--- config.mk ---
export PLATFORM = sky130hd
export DESIGN_NAME = memory_stage
export DESIGN_NICKNAME = d
export VERILOG_FILES = /design/src/rtl/memory_stage.sv
export SDC_FILE = /design/constraint.sdc
export NUM_CORES = 1
export LEC_CHECK = 0
export BUFFER_PORTS_ARGS = -buffer_cell sky130_fd_sc_hd__buf_2
export CELL_PAD_IN_SITES_DETAIL_PLACEMENT = 0
export CELL_PAD_IN_SITES_GLOBAL_PLACEMENT = 2
export CORE_MARGIN = 5
export CORE_UTILIZATION = 31
export DETAILED_ROUTE_END_ITERATION = 10
export PLACE_DENSITY_LB_ADDON = 0.1
export SLEW_MARGIN = 25
export SYNTH_ARGS = -nofsm -noshare
export SYNTH_HDL_FRONTEND = slang
export SYNTH_SLANG_ARGS = --single-unit
--- constraint.sdc ---
create_clock -name clk_i -period 4.9 [get_ports clk_i]
set_input_delay 0.98 -clock clk_i [delete_from_list [all_inputs] [get_ports clk_i]]
set_output_delay 0.98 -clock clk_i [all_outputs]
set_load 0.01 [all_outputs]
--- src/rtl/memory_stage.sv ---
// Y86-64 memory-access stage: one 64-bit data-memory transaction per instruction
// over a req/ack bus, with stall request, bus-error and timeout handling.
module memory_stage #(
    parameter int MEM_BYTES = 65536,
    parameter int TIMEOUT   = 16
) (
    input  logic        clk_i,
    input  logic        rst_n_i,
    input  logic [2:0]  M_stat_i,
    input  logic [3:0]  M_icode_i,
    input  logic [63:0] M_valE_i,
    input  logic [63:0] M_valA_i,
    input  logic        W_stall_i,
    output logic        dmem_req_o,
    output logic        dmem_we_o,
    output logic [63:0] dmem_addr_o,
    output logic [63:0] dmem_wdata_o,
    input  logic        dmem_ack_i,
    input  logic [63:0] dmem_rdata_i,
    input  logic        dmem_err_i,
    output logic [63:0] m_valM_o,
    output logic [2:0]  m_stat_o,
    output logic        m_busy_o
);

    localparam logic [2:0] SAOK = 3'd1;
    localparam logic [2:0] SADR = 3'd3;

    localparam logic [3:0] IRMMOVQ = 4'h4;
    localparam logic [3:0] IMRMOVQ = 4'h5;
    localparam logic [3:0] ICALL   = 4'h8;
    localparam logic [3:0] IRET    = 4'h9;
    localparam logic [3:0] IPUSHQ  = 4'hA;
    localparam logic [3:0] IPOPQ   = 4'hB;

    localparam int          CNT_W    = $clog2(TIMEOUT + 1);
    localparam logic [CNT_W-1:0] CNT_LAST = CNT_W'(TIMEOUT - 1);
    localparam logic [63:0] MAX_ADDR = 64'(MEM_BYTES - 8);

    typedef enum logic [1:0] {
        S_IDLE,
        S_REQ,
        S_DONE
    } state_t;

    state_t             r_state;
    state_t             w_state_nxt;
    logic [CNT_W-1:0]   r_cnt;
    logic [63:0]        r_addr;
    logic [63:0]        r_wdata;
    logic               r_we;
    logic [63:0]        r_data;
    logic               r_err;

    logic               w_is_read;
    logic               w_is_write;
    logic               w_is_mem;
    logic               w_stack_addr;
    logic [63:0]        w_addr;
    logic               w_legal;
    logic               w_need;
    logic               w_bad_addr;
    logic               w_ack_hit;
    logic               w_timeout;

    // Instruction decode and address legality for the instruction sitting in M
    always_comb begin
        w_is_read    = (M_icode_i == IMRMOVQ) || (M_icode_i == IPOPQ) || (M_icode_i == IRET);
        w_is_write   = (M_icode_i == IRMMOVQ) || (M_icode_i == IPUSHQ) || (M_icode_i == ICALL);
        w_is_mem     = w_is_read || w_is_write;
        w_stack_addr = (M_icode_i == IPOPQ) || (M_icode_i == IRET);
        w_addr       = w_stack_addr ? M_valA_i : M_valE_i;
        w_legal      = (w_addr <= MAX_ADDR);
        w_need       = w_is_mem && (M_stat_i == SAOK) && w_legal;
        w_bad_addr   = w_is_mem && (M_stat_i == SAOK) && !w_legal;
    end

    assign w_ack_hit = (r_state == S_REQ) && dmem_ack_i;
    assign w_timeout = (r_state == S_REQ) && !dmem_ack_i && (r_cnt == CNT_LAST);

    always_ff @(posedge clk_i or negedge rst_n_i) begin
        if (!rst_n_i) begin
            r_state <= S_IDLE;
        end else begin
            r_state <= w_state_nxt;
        end
    end

    always_comb begin
        w_state_nxt = r_state;
        m_busy_o    = 1'b0;
        m_valM_o    = 64'd0;
        m_stat_o    = M_stat_i;
        case (r_state)
            S_IDLE: begin
                if (w_need) begin
                    w_state_nxt = S_REQ;
                    m_busy_o    = 1'b1;
                end else if (w_bad_addr) begin
                    m_stat_o = SADR;
                end
            end
            S_REQ: begin
                m_busy_o = 1'b1;
                m_stat_o = SAOK;
                if (w_ack_hit || w_timeout) begin
                    w_state_nxt = S_DONE;
                end
            end
            S_DONE: begin
                m_valM_o = r_data;
                m_stat_o = r_err ? SADR : SAOK;
                if (!W_stall_i) begin
                    w_state_nxt = S_IDLE;
                end
            end
            default: begin
                w_state_nxt = S_IDLE;
            end
        endcase
    end

    // Request is frozen on entry to REQ so the bus never sees addr/data move mid-transaction
    always_ff @(posedge clk_i or negedge rst_n_i) begin
        if (!rst_n_i) begin
            r_cnt   <= '0;
            r_addr  <= 64'd0;
            r_wdata <= 64'd0;
            r_we    <= 1'b0;
            r_data  <= 64'd0;
            r_err   <= 1'b0;
        end else begin
            case (r_state)
                S_IDLE: begin
                    if (w_need) begin
                        r_cnt   <= '0;
                        r_addr  <= w_addr;
                        r_wdata <= M_valA_i;
                        r_we    <= w_is_write;
                        r_data  <= 64'd0;
                        r_err   <= 1'b0;
                    end
                end
                S_REQ: begin
                    if (w_ack_hit) begin
                        r_data <= r_we ? 64'd0 : dmem_rdata_i;
                        r_err  <= dmem_err_i;
                    end else if (w_timeout) begin
                        r_data <= 64'd0;
                        r_err  <= 1'b1;
                    end else begin
                        r_cnt <= r_cnt + 1'b1;
                    end
                end
                default: begin
                end
            endcase
        end
    end

    always_comb begin
        dmem_req_o   = (r_state == S_REQ);
        dmem_we_o    = dmem_req_o ? r_we    : 1'b0;
        dmem_addr_o  = dmem_req_o ? r_addr  : 64'd0;
        dmem_wdata_o = dmem_req_o ? r_wdata : 64'd0;
    end

endmodule

* After elaboration in Yosys (flattened, before gate mapping) *
Index checks and enable logic that the tools add are counted.

storage, ports and cells
  bits in registers = 201
  latch bits = 0
  RAM bits = 0
  memory bits (read-only) = 0
  word-level logic and storage cells = 74
  memories kept = 0

cells by class
  add/sub/neg operators = 1
  multiply operators = 0
  divide/modulo/power cells = 0
  order comparisons = 1
  equal/unequal tests = 16
  shift operators = 0
  muxes and demuxes = 28
  bitwise operators = 0
  reduce and logical (&&, ||, !) cells = 21

operator list
  cell                                                              count
  2-to-1 mux 64 bit                                                 8
  case mux 64 bit (2 select lines)                                  1
  less-or-equal comparator 64 x 16 -> 1 bit, second input constant  1
  equality test 4 bit, second input constant                        4
  2-to-1 mux 5 bit                                                  3
  case mux 5 bit (2 select lines)                                   1
  case mux 3 bit (3 select lines)                                   1
  equality test 4 x 3 -> 1 bit, second input constant               2
  2-to-1 mux 2 bit                                                  4
  inequality test 2 bit, second input constant                      4
  logical OR 1 bit                                                  7
  logical AND 1 bit                                                 6
  2-to-1 mux 3 bit                                                  2
  case mux 2 bit (3 select lines)                                   1
  AND reduction 3 bit                                               2
  adder 5 x 1 -> 5 bit, second input constant                       1
  equality test 5 x 4 -> 1 bit, second input constant               1
  2-to-1 mux 1 bit                                                  5
  case mux 1 bit (2 select lines)                                   2
  AND reduction 4 bit                                               1
  equality test 3 x 1 -> 1 bit, second input constant               1
  inequality test 3 x 1 -> 1 bit, second input constant             1
  equality test 2 x 1 -> 1 bit, second input constant               1
  equality test 2 bit, second input constant                        1
  other kinds (5)                                                   6

* Longest topological paths before layout *
  word-level depth = 9
  mapped depth = 9
  mapped depth without buffers = 9

* Worst setup path before layout *
Ideal clock, no wire load.

  kind = input-to-output
  start point = input port M_icode_i[3]
  end point = output port m_busy_o
  arrival = 2.427 ns
  path slack = 1.493 ns
  cell stages on the path = 7
  cells stage by stage = or3b_1 > a21boi_1 > and2_1 > o2111ai_2 > buf_2 > buf_2 > nand2_1

between the ends
  longest elaborated chain between the ends = 8
  elaborated cells on any way between the ends = 18

RTL lines
  item                                                                                               RTL line  source
  start: declaration                                                                                 10        input logic [3:0] M_icode_i,
  parallel branches: the longest is 5 deep, another holds less-or-equal comparator 64 x 16 -> 1 bit  n/a
  logical AND 1 bit *                                                                                74        w_need = w_is_mem && (M_stat_i == SAOK) && w_legal;
  2-to-1 mux 1 bit *                                                                                 96        if (w_need) begin
  case mux 1 bit (2 select lines) *                                                                  94        case (r_state)
  end: declaration                                                                                   23        output logic m_busy_o

Every way passes the cells marked *.

* Worst setup path in the final report *
  start point = input port M_valE_i[45]
  end point = output port m_stat_o[1]

between the ends
  longest elaborated chain between the ends = 7
  elaborated cells on any way between the ends = 8

RTL lines
  item                                         RTL line  source
  start: declaration                           11        input logic [63:0] M_valE_i,
  2-to-1 mux 64 bit *                          72        w_addr = w_stack_addr ? M_valA_i : M_valE_i;
  less-or-equal comparator 64 x 16 -> 1 bit *  73        w_legal = (w_addr <= MAX_ADDR);
  logical NOT 1 bit                            75        w_bad_addr = w_is_mem && (M_stat_i == SAOK) && !w_legal;
  logical AND 1 bit                            75
  2-to-1 mux 3 bit                             99        end else if (w_bad_addr) begin
  2-to-1 mux 3 bit *                           96
  case mux 3 bit (3 select lines) *            94
  end: declaration                             22        output logic [2:0] m_stat_o,

Mark *: on every way between the ends. The rest lies on a longest branch, timed or not.

==> run_summary.xml <==
<?xml version="1.0" encoding="UTF-8"?>
<metrics>
  <group name="drt">
    <metric name="final_antenna_net_count" unit="">0</metric>
    <metric name="drc_violation_count_after_routing" unit="">0</metric>
    <metric name="route.vias.total" unit="">7509</metric>
    <metric name="detailedRoute.firstPassIterationCount" unit="">4</metric>
    <metric name="vias_per_cell" unit="">4.67</metric>
    <metric name="wire_per_inst" unit="um">18.9</metric>
    <metric name="initialDrtViolationCount" unit="">253</metric>
    <metric name="postRouteWirelength" unit="mm">30.3</metric>
  </group>
  <group name="timing">
    <metric name="post-route-min-period" unit="ns">4.42</metric>
    <metric name="timing.clock.skew" unit="ns">0.0171</metric>
    <metric name="report.final.slew_viol_count" unit="">0</metric>
    <metric name="normalized_max_slew_margin" unit="">0.392</metric>
    <metric name="clock.fmax" unit="GHz">0.226</metric>
    <metric name="setup_viol_count_final" unit="">0</metric>
    <metric name="tightestPinTransition" unit="ns">0.911</metric>
    <metric name="rsz0062_at_grt" unit="">false</metric>
    <metric name="final_hold_viol_count" unit="">0</metric>
    <metric name="post-route-period-util" unit="">0.903</metric>
    <metric name="setup_total_negative_slack" unit="ns">0</metric>
  </group>
  <group name="global_route">
    <metric name="number_of_global_route_vias_before_repair" unit="">7803</metric>
    <metric name="overflow" unit="">0</metric>
    <metric name="globalRouteTotalUtil" unit="">0.172</metric>
    <metric name="grt_first_pass_wirelength" unit="mm">46.4</metric>
    <metric name="grt_antenna_before_repair" unit="">4</metric>
    <metric name="pin_count_of_the_biggest_net_entering_global_routing" unit="">145</metric>
  </group>
  <group name="cts">
    <metric name="root_buffer" unit="">clkbuf_16</metric>
    <metric name="cts.hold.buffers_added" unit="">0</metric>
    <metric name="clock_sink_count" unit="">201</metric>
    <metric name="cts_tree" unit="">done</metric>
    <metric name="htree_num_levels" unit="">1</metric>
    <metric name="post-cts-setup-buffer-count" unit="">0</metric>
    <metric name="clock_insertion_delay_worst_skew" unit="ns">0.52</metric>
    <metric name="cts-root-to-sink-buffers" unit="">3</metric>
    <metric name="path_clk_slew" unit="ns">0.06</metric>
    <metric name="numCtsBuffers" unit="">24</metric>
    <metric name="post_cts_resize_count" unit="">0</metric>
  </group>
  <group name="final_layout">
    <metric name="area_delta_synth_final" unit="%">34.3</metric>
    <metric name="layout-drive-gt1-share" unit="">0.416</metric>
    <metric name="fill_cells" unit="">2999</metric>
    <metric name="finish.net_count" unit="">1407</metric>
  </group>
  <group name="hold_path">
    <metric name="worst_hold_path_type" unit="">register to register</metric>
  </group>
  <group name="synthesis">
    <metric name="seq_area_frac_synth" unit="">0.538</metric>
    <metric name="synth.largest_area_cell" unit="">dfrtp_1</metric>
    <metric name="post_synth.cell_area_avg" unit="um^2">11.5</metric>
    <metric name="yosysUniqueCellTypes" unit="">51</metric>
    <metric name="ys.warnings.count" unit="">0</metric>
    <metric name="count_leader_synth" unit="">and2_1</metric>
    <metric name="synth_fp_nets" unit="">1023</metric>
    <metric name="synth_commonest_cells" unit="">and2_1 (242), dfrtp_1 (201), a22o_1 (64)</metric>
    <metric name="synth_cells" unit="">813</metric>
    <metric name="number_of_synthesized_register_bits" unit="">201</metric>
    <metric name="synth_top_area_frac" unit="">0.538</metric>
    <metric name="synth-main-ff-cell" unit="">dfrtp_1</metric>
    <metric name="synth-edff-count" unit="">0</metric>
    <metric name="synth.cell_area" unit="um^2">9350</metric>
    <metric name="synthArstFlopShare" unit="">1.00</metric>
    <metric name="netlist_top_cells_area" unit="">dfrtp_1 (54%), and2_1 (16%), a22o_1 (6.0%)</metric>
  </group>
  <group name="power">
    <metric name="total_leakage_power" unit="nW">6.94</metric>
    <metric name="ir_drop" unit="mV">0.212</metric>
    <metric name="total_power" unit="mW">3.88</metric>
    <metric name="power_per_cell_area" unit="nW/um^2">309</metric>
  </group>
  <group name="floorplan">
    <metric name="ioPinCount" unit="">402</metric>
    <metric name="floorplan.rows" unit="">63</metric>
    <metric name="initial_core_util" unit="">0.315</metric>
    <metric name="die_height" unit="um">184</metric>
    <metric name="core_area" unit="um^2">29700</metric>
    <metric name="fp.dieArea" unit="um^2">33700</metric>
    <metric name="die-width" unit="um">184</metric>
  </group>
  <group name="setup_path">
    <metric name="worst-endpoint-arrival" unit="ns">3.44</metric>
    <metric name="critical-path-max-stage-delay" unit="ns">0.75</metric>
    <metric name="dominant_cell_type_by_count_on_the_critical_path" unit="">buf_2</metric>
    <metric name="worstPathCellList" unit="">buf_2 -&gt; nor4_1 -&gt; nand4_1 -&gt; mux2i_1 -&gt; o211ai_2 -&gt; a221oi_1 -&gt; nor3_1 -&gt; buf_2</metric>
    <metric name="critical_path.startpoint_type" unit="">input pin</metric>
    <metric name="critPathCaptureType" unit="">primary output</metric>
    <metric name="required" unit="ns">3.92</metric>
    <metric name="path_max_fanout" unit="">3</metric>
    <metric name="critPathKind" unit="">input pin to primary output</metric>
    <metric name="critical-path-slowest-cell" unit="">nor4_1</metric>
  </group>
  <group name="placed_design">
    <metric name="place.port_buffers" unit="">401</metric>
    <metric name="hpwl_reported_at_the_end_of_detailed_placement" unit="mm">22.0</metric>
    <metric name="weighted_congestion_reported_at_the_end_of_routability_driven_placement" unit="">0.779</metric>
  </group>
  <group name="status">
    <metric name="status" unit="">finished, final reports clean</metric>
  </group>
  <group name="run">
    <metric name="max-cap-violations" unit="">0</metric>
  </group>
</metrics>
sequential cells by signal (all words and copies together) (netlist names):
signal,flops
r_err,1
r_we,1
r_wdata,64
r_data,64
r_cnt,5
r_state,2
r_addr,64
worst max-delay path: cells and delay by family:
family	cells	cell delay, ns
buf+inv	2	0.25
compound gates	2	0.53
mux	1	0.62
simple gates	3	1.06
layout make-up:
| class | instances | area (um^2) | share of cell area |
|---|---|---|---|
| tap | 390 | 488 | 0.0389 |
| inverter | 5 | 18.8 | 0.00149 |
| antenna | 2 | 5.00 | 0.000398 |
| clock buffer | 37 | 709 | 0.0565 |
| multi-input combinational | 551 | 4060 | 0.323 |
| timing repair buffer | 414 | 2130 | 0.169 |
| sequential | 201 | 5030 | 0.400 |
| clock inverter | 7 | 124 | 0.00986 |
routing by layer:
metal  vias up  track usage  wire length (um)
met5         -            0                40
met4         4       0.0384               639
li1       3597            -                 -
met1      3616        0.216             12600
met3        42       0.0631              2800
met2       250        0.284             14300
per-stage QoR:
stage          area, um^2  utilization  worst slack [ns]  instances  hold slack (ns)
6_report            12600        0.423             0.477       1607            0.472
5_1_grt             12600        0.423             0.357       1607            0.485
4_1_cts             12600        0.422             0.431       1605            0.476
3_5_place_dp        11700        0.394             0.423       1561            0.462
3_3_place_gp        11700        0.394             0.419       1561            0.457
2_1_floorplan        9350            -              1.49        813            0.442
report_power, final:
| part | leakage [nW] | internal [mW] | total [mW] | switching (mW) |
|---|---|---|---|---|
| Combinational | 3.73 | 0.120 | 0.334 | 0.214 |
| Sequential | 2.81 | 1.67 | 1.68 | 0.0137 |
| Clock | 0.404 | 1.15 | 1.87 | 0.712 |
| Total | 6.94 | 2.94 | 3.88 | 0.940 |
cell families (layout without fill, tap and decap cells):
family / count (synthesis) / after routing / share of synthesized area
fa+ha+maj: 6 / 6 / 0.00803
simple gates: 351 / 351 / 0.227
mux: 82 / 82 / 0.0965
buf+inv: 61 / 463 / 0.0317
compound gates: 112 / 112 / 0.0992
other cells: 0 / 2 / 0
flops: 201 / 201 / 0.538
cell usage in the layout (no fill, tap or decap), types with 2 or more instances in the layout:
cell,n
o21ai_1,4
a221o_1,3
a21oi_1,5
diode_2,2
and2_1,242
mux2_2,40
nor3_1,8
buf_2,400
buf_4,12
inv_1,5
nor3_2,2
mux2_1,25
a22o_1,64
mux2i_1,17
o21a_1,2
clkbuf_8,7
nor2b_1,2
bufinv_16,3
nor2_1,9
ha_1,5
or2_2,3
nor4_1,26
o31ai_1,3
nand4_1,10
clkinv_2,2
dfrtp_1,201
clkbuf_1,7
nand3_1,6
clkbuf_16,24
o21ai_0,14
nand2_1,34
worst paths after layout:
kind | startpoint | end | slack, ns | cells after the start
worst max-delay path | M_valE_i[45] | m_stat_o[1] | 0.48 | 8
worst min-delay path | r_addr[8]$_DFFE_PN0P_ | r_addr[8]$_DFFE_PN0P_ | 0.47 | 2
worst max register to register | r_state[1]$_DFFE_PN0P_ | r_data[53]$_DFFE_PN0P_ | 1.85 | 7
worst min register to register | r_addr[8]$_DFFE_PN0P_ | r_addr[8]$_DFFE_PN0P_ | 0.47 | 2
max in group asynchronous | rst_n_i | r_data[62]$_DFFE_PN0P_ | 3.24 | 2
min in group asynchronous | rst_n_i | r_data[47]$_DFFE_PN0P_ | 0.59 | 1
No activity file was read; power rests on OpenSTA's default activity.
